[config.mk]
export PLATFORM = sky130hd
export DESIGN_NAME = ram_load_ctrl
export DESIGN_NICKNAME = d
export VERILOG_FILES = /design/src/rtl/ram_load_ctrl.sv
export SDC_FILE = /design/constraint.sdc
export NUM_CORES = 1
export LEC_CHECK = 0
export CORE_MARGIN = 5
export CORE_UTILIZATION = 38
export CTS_BUF_LIST = sky130_fd_sc_hd__clkbuf_8
export DETAILED_ROUTE_END_ITERATION = 10
export GPL_TIMING_DRIVEN = 0
export SETUP_SLACK_MARGIN = 0.05
export SYNTH_ARGS = -nofsm -noshare
export SYNTH_HDL_FRONTEND = slang
export SYNTH_SLANG_ARGS = --single-unit
[constraint.sdc]
create_clock -name i_clk -period 2.1 [get_ports i_clk]
set_clock_uncertainty 0.05 [all_clocks]
set_input_delay 0.525 -clock i_clk [delete_from_list [all_inputs] [get_ports i_clk]]
set_output_delay 0.525 -clock i_clk [all_outputs]
set_load 0.01 [all_outputs]
[src/rtl/ram_load_ctrl.sv]
// Program-load controller: receives a LEN/payload/CSUM byte frame and writes
// the payload into RAM from address 0, holding the CPU halted until it succeeds.
module ram_load_ctrl #(
  parameter int ADDR_W  = 4,
  parameter int TIMEOUT = 1_000_000
) (
  input  logic              i_clk,
  input  logic              reset,
  input  logic              load_req,
  input  logic [7:0]        rx_data,
  input  logic              rx_valid,
  input  logic              cpu_ram_we,
  input  logic [ADDR_W-1:0] cpu_ram_addr,
  input  logic [7:0]        cpu_ram_wdata,
  output logic              ram_we,
  output logic [ADDR_W-1:0] ram_addr,
  output logic [7:0]        ram_wdata,
  output logic              cpu_halt,
  output logic              busy,
  output logic              done,
  output logic              err
);

  localparam int DEPTH = 1 << ADDR_W;
  localparam int TW    = $clog2(TIMEOUT + 1);
  localparam logic [TW-1:0] TMO_MAX  = TW'(TIMEOUT);
  localparam logic [TW-1:0] TMO_LAST = TW'(TIMEOUT - 1);
  localparam logic [8:0]    DEPTH9   = 9'(DEPTH);
  localparam logic [ADDR_W:0] RC_ONE = (ADDR_W+1)'(1);

  typedef enum logic [2:0] {
    S_IDLE,
    S_LEN,
    S_DATA,
    S_CSUM,
    S_RUN,
    S_ERR
  } state_e;

  state_e            state_q, state_d;
  logic [ADDR_W-1:0] addr_q, addr_d;
  logic [7:0]        sum_q, sum_d;
  logic [ADDR_W:0]   rcount_q, rcount_d;
  logic [TW-1:0]     tmo_q, tmo_d;
  logic              we_q, we_d;
  logic [ADDR_W-1:0] waddr_q, waddr_d;
  logic [7:0]        wdata_q, wdata_d;

  logic       in_frame;
  logic [8:0] len9;

  assign in_frame = (state_q == S_LEN) ||
                    (state_q == S_DATA) ||
                    (state_q == S_CSUM);
  assign len9 = {1'b0, rx_data};

  always_comb begin
    state_d  = state_q;
    addr_d   = addr_q;
    sum_d    = sum_q;
    rcount_d = rcount_q;
    tmo_d    = tmo_q;
    we_d     = 1'b0;
    waddr_d  = waddr_q;
    wdata_d  = wdata_q;

    // Idle-cycle counter only runs inside a frame and never wraps.
    if (in_frame) begin
      if (rx_valid) begin
        tmo_d = '0;
      end else if (tmo_q != TMO_MAX) begin
        tmo_d = tmo_q + 1'b1;
      end
    end

    unique case (state_q)
      S_IDLE, S_RUN, S_ERR: begin
        if (load_req) begin
          state_d  = S_LEN;
          addr_d   = '0;
          sum_d    = '0;
          rcount_d = '0;
          tmo_d    = '0;
        end
      end
      S_LEN: begin
        if (rx_valid) begin
          if (len9 == 9'd0 || len9 > DEPTH9) begin
            state_d = S_ERR;
          end else begin
            rcount_d = len9[ADDR_W:0];
            state_d  = S_DATA;
          end
        end else if (tmo_q >= TMO_LAST) begin
          state_d = S_ERR;
        end
      end
      S_DATA: begin
        if (rx_valid) begin
          we_d     = 1'b1;
          waddr_d  = addr_q;
          wdata_d  = rx_data;
          addr_d   = addr_q + 1'b1;
          sum_d    = sum_q + rx_data;
          rcount_d = rcount_q - 1'b1;
          if (rcount_q == RC_ONE) state_d = S_CSUM;
        end else if (tmo_q >= TMO_LAST) begin
          state_d = S_ERR;
        end
      end
      S_CSUM: begin
        if (rx_valid) begin
          state_d = (rx_data == sum_q) ? S_RUN : S_ERR;
        end else if (tmo_q >= TMO_LAST) begin
          state_d = S_ERR;
        end
      end
      default: state_d = S_IDLE;
    endcase
  end

  always_ff @(posedge i_clk or negedge reset) begin
    if (!reset) begin
      state_q  <= S_IDLE;
      addr_q   <= '0;
      sum_q    <= '0;
      rcount_q <= '0;
      tmo_q    <= '0;
      we_q     <= 1'b0;
      waddr_q  <= '0;
      wdata_q  <= '0;
    end else begin
      state_q  <= state_d;
      addr_q   <= addr_d;
      sum_q    <= sum_d;
      rcount_q <= rcount_d;
      tmo_q    <= tmo_d;
      we_q     <= we_d;
      waddr_q  <= waddr_d;
      wdata_q  <= wdata_d;
    end
  end

  // The CPU owns the RAM port only while its program is running.
  assign ram_we    = done ? cpu_ram_we    : we_q;
  assign ram_addr  = done ? cpu_ram_addr  : waddr_q;
  assign ram_wdata = done ? cpu_ram_wdata : wdata_q;

  assign done     = (state_q == S_RUN);
  assign cpu_halt = ~done;
  assign busy     = in_frame;
  assign err      = (state_q == S_ERR);

endmodule

# Yosys cells after proc, flatten, opt, wreduce, memory -nomap -nowiden
# Index checks and enable logic that the tools add are counted.
word_totals:
  out_inout_bits: 17
  input_bits: 25
  wordCells: 70
  register_bits: 53
op_classes:
  n_eq_ne: 13
  muxes: 30
  n_addsub: 4
  reduce_logical: 12
  order_cmp: 2
  bitwise_logic: 1
ops:
  columns: ["cell", "count"]
  rows:
  - ["$mux 20", 5]
  - ["$mux 8", 3]
  - ["$mux 3", 7]
  - ["$add 20x1->20 const B", 1]
  - ["$ge 20x20->1 const B", 1]
  - ["$mux 5", 4]
  - ["$ne 20x20->1 const B", 1]
  - ["$pmux 8 s2", 1]
  - ["$pmux 5 s3", 1]
  - ["$mux 4", 3]
  - ["$pmux 3 s4", 1]
  - ["$logic_not 9->1", 1]
  - ["$add 8x8->8", 1]
  - ["$eq 8x8->1", 1]
  - ["$gt 8x5->1 const B", 1]
  - ["$ne 2x2->1 const B", 4]
  - ["$pmux 4 s2", 1]
  - ["$eq 3x2->1 const B", 2]
  - ["$eq 3x3->1 const B", 2]
  - ["$eq 5x1->1 const B", 1]
  - ["$reduce_and 5->1", 1]
  - ["$sub 5x1->5 const B", 1]
  - ["$add 4x1->4 const B", 1]
  - ["$mux 1", 4]
  - ["10 further kinds", 13]

# Logic depth before layout (Yosys ltp)
logic_depth:
  ltp_word: 6
  depth_mapped: 8
  mapped_depth_nobuf: 7

# Worst setup path before layout
# Ideal clock, no wire load.
synth_timing:
  path_type: "register -> output"
  from: "reg state_q[1]"
  to: "out ram_addr[2]"
  t_required_ns: 1.525
  path_buffers: 2
  slack_ns: 0.016
  arrival_time_ns: 1.509
  path_stages_with_launch: 5
  cell_sequence: "dfrtp_1 > buf_2 > nor3b_2 > buf_2 > mux2_2"
synth_via:
  elab_chain_len: 2
synth_lines:
  columns: ["item", "line_no", "rtl"]
  rows:
  - ["from (decl)", "40", "state_e state_q, state_d;"]
  - ["from (signal assigned)", "133", "state_q <= state_d;"]
  - ["$eq 3x3->1", "149", "assign done = (state_q == S_RUN);"]
  - ["net done", "20", "output logic done,"]
  - ["$mux 4", "146", "assign ram_addr = done ? cpu_ram_addr : waddr_q;"]
  - ["to (decl)", "16", "output logic [ADDR_W-1:0] ram_addr,"]
# The timed path passes the listed nets, and every way through them passes these cells.

# Final worst setup path
layout_timing:
  from: "reg state_q[1]"
  to: "out ram_wdata[3]"
layout_via:
  elab_chain_len: 2
layout_lines:
  columns: ["item", "line_no", "rtl"]
  rows:
  - ["$eq 3x3->1", "149", null]
  - ["$mux 8", "147", "assign ram_wdata = done ? cpu_ram_wdata : wdata_q;"]
  - ["to (decl)", "17", "output logic [7:0] ram_wdata,"]
# No other way between the ends.

==> reports/metrics.csv <==
stage,metric,value,unit
run_status,status,finished with violations,
run_status,failed_checks,setup timing,
grt,met3_usage,3.099,%
critical_path,r2r_cells,8,
finish,multi_input_area,1889,um^2
critical_path,start_kind,flop,
clock_tree,postCtsHoldBufs,0,
sta,period_needed,2.287,ns
synthesis,syn_inst,344,
sta,slew_viol_final,0,
sta,worst_pin_slew,0.5235,ns
detailed_routing,vias,2717,
detailed_routing,first_pass_iters,4,
synthesis,netlist_area,3166,um^2
finish,layout-drive-gt1-share,22.39,%
clock_tree,clk_latency,0.31,ns
grt,overflow,0,
critical_path,end_kind,output port,
sta,report.final.hold_viol_count,0,
die,num_io_pins,42,
grt,grt_pass1_vias,2796,
clock_tree,numCtsBuffers,5,
detailed_routing,wl_per_cell,15.52,um
grt,grt_pass1_wl,13.35,mm
synthesis,synth_ff_type,dfrtp_1,
synthesis,ys_types,58,
die,rows,33,
detailed_routing,detail_route.drc_violations,0,
die,die_area,10260,um^2
synthesis,synth_top_area_share,41.90,%
sta,max_freq,0.4373,GHz
pwr,power_density,619.1,nW/um^2
detailed_routing,wirelength,7.869,mm
critical_path,path_class,flop to output port,
sta,fin_ws,-0.1868,ns
die,core_area,8175,um^2
pwr,ir_worst_vdd,0.0002851,V
run,maxCapViolCount,0,
placed_design,gp_congestion,0.8223,
placed_design,pre_cts_slack,-0.6607,ns
grt,grtUsageTotal,16.14,%
finish,area.sequential,1326,um^2
synthesis,syn-num-nets,382,
critical_path,crit_fanout,5,
finish,nFillCells,770,
synthesis,ys.warnings.count,0,
synthesis,async_flop_share,100.0,%
sta,slew_headroom,65.10,%
placed_design,io_buffers,41,
grt,met2_usage,28.97,%
die,fp.dieH,101.3,um
finish,antennaDiodeCount,0,
sta,finalSetupTns,-2.337,ns
clock_tree,clk_pin_slew_worst_paths,0.10,ns
sta,setup_viol_count_final,13,
finish,area_delta_synth_final,29.49,%
finish,post-route-util,50.14,%
clock_tree,htree_levels,2,
die,start_util,38.72,%
detailed_routing,drt_iter0_drc,77,
clock_tree,clock-root-buffer,clkbuf_8,
grt,grt-busiest-layer,met2,
sta,rsz0062_at_grt,true,
critical_path,critPathRequiredTime,1.52,ns
die,dieWidth,101.3,um
sta,period_share,108.9,%
synthesis,ys_ff_latch,53,
synthesis,yosysTopAreaCell,dfrtp_1,
detailed_routing,ant_nets,0,
detailed_routing,viasPerCell,5.359,
hold_path,hold_class,primary input to asynchronous set/reset pin,
clock_tree,clock_path_buffers,2,
finish,nets,439,
clock_tree,cts.sinks,53,
synthesis,avgSynthCellArea,9.202,um^2
placed_design,hpwl,5.513,mm
synthesis,seq_area_frac_synth,41.90,%
clock_tree,tritoncts,done,
grt,grt_max_degree,34,
critical_path,critPathArrivalTime,1.71,ns
synthesis,synth_edf_count,0,
grt,grt_util_met1,19.92,%
pwr,leakage,1.853,nW
synthesis,yosys-top-cells-area,"dfrtp_1, nand2_1, ha_1",
grt,antenna_found_initial,0,
==> area by class of cell <==
type,instances,area share [%]
inverter,14,1.374
multi-input combinational,261,46.09
timing repair buffer,52,12.21
sequential,53,32.36
clock inverter,3,1.038
tap,105,3.205
clock buffer,5,1.679
buffer,14,2.045
==> placed cells by master, fill, tap and decap left out, types with 8 or more instances in the layout <==
cell type,n
nor3_1,8
buf_2,8
inv_1,12
nand2_1,55
buf_6,20
mux2_4,13
xnor2_1,13
dfrtp_1,53
nor2_1,26
nand3_1,23
xor2_1,11
a21oi_1,11
o21ai_0,9
clkdlybuf4s50_1,15
==> final timing paths <==
check                           start      endpoint  slack, ns
setup / recovery           state_q[1]  ram_wdata[3]      -0.19
hold / removal                  reset     addr_q[0]       0.13
setup reg to reg           state_q[2]   rcount_q[0]       0.11
hold reg to reg            wdata_q[5]    wdata_q[5]       0.43
max in group asynchronous       reset     tmo_q[10]       1.31
min in group i_clk         wdata_q[5]    wdata_q[5]       0.43
==> state kept, by name (all words and copies together) (netlist names) <==
| name | flops |
|---|---|
| tmo_q | 20 |
| addr_q | 4 |
| we_q | 1 |
| state_q | 3 |
| rcount_q | 5 |
| waddr_q | 4 |
| wdata_q | 8 |
| sum_q | 8 |
==> synth_stat cells, types with 2 or more instances <==
library cell and n:
nor4_1 4, buf_2 9, dfrtp_1 53, nand3_1 24, and2_1 3, nor2_1 27
nor4_2 3, a21oi_1 12, clkbuf_1 5, nor3b_2 2, inv_1 13, and4_1 2
nand2b_1 2, o211ai_1 2, nor3_1 8, o21ai_0 10, nor3b_1 2, xnor2_1 13
a21o_1 3, ha_1 12, or3_1 3, a31oi_1 3, xor2_1 11, and3_1 6
o41ai_1 2, nand2_1 56, mux2_2 13, o2bb2ai_1 5, nand4_1 7
==> what timing repair did <==
item | 4_1_cts | 5_1_grt
pin swaps | 3 | 2
cloned | 1 | 0
setup endpoints to repair | 26 | 47
buffers inserted | 6 | 3
resized for setup | 123 | 16
==> kinds of logic (layout without fill, tap and decap cells) <==
group	count (synthesis)	in the layout	share of synthesized area (%)
adder cells (fa/ha/maj)	13	13	5.375
multiplexers	14	14	4.941
XOR/XNOR	24	24	6.640
AND/OR/NAND/NOR	159	159	26.05
flip-flops	53	53	41.90
buffers and inverters	30	88	4.032
AO/OA/AOI/OAI	51	51	11.07
==> per-stage QoR <==
step,hold slack [ns],total power [mW],instances,area (um^2)
after detailed placement,0.4094,1.797,491,3725
final,0.1256,2.538,507,4099
after global routing,0.1488,2.694,507,4099
after CTS,0.1424,2.540,505,4054
after floorplan,0.1794,1.553,344,3168
after global placement,0.4087,1.783,490,3710
==> worst max-delay path, stage by stage (launching register included) <==
cell     delay, ns
dfrtp_1       0.39
buf_6         0.13
nor3b_4       0.17
buf_6         0.15
buf_6         0.13
mux2_4        0.30
buf_6         0.12
==> power by group <==
group          internal, mW  total (mW)  switching [mW]  leakage, nW
combinational         0.313       0.656           0.344         1.08
sequential             1.10        1.17          0.0728        0.717
clock                 0.354       0.707           0.353       0.0595
total                  1.77        2.54           0.769         1.85
==> metal layers <==
| layer | part of all wire (%) | wire length, um |
|---|---|---|
| met2 | 49 | 3866 |
| met1 | 44 | 3492 |
| met4 | 1.6 | 123 |
| met3 | 4.9 | 388 |
| met5 | 0 | 0 |
No activity file was read; power rests on OpenSTA's default activity.
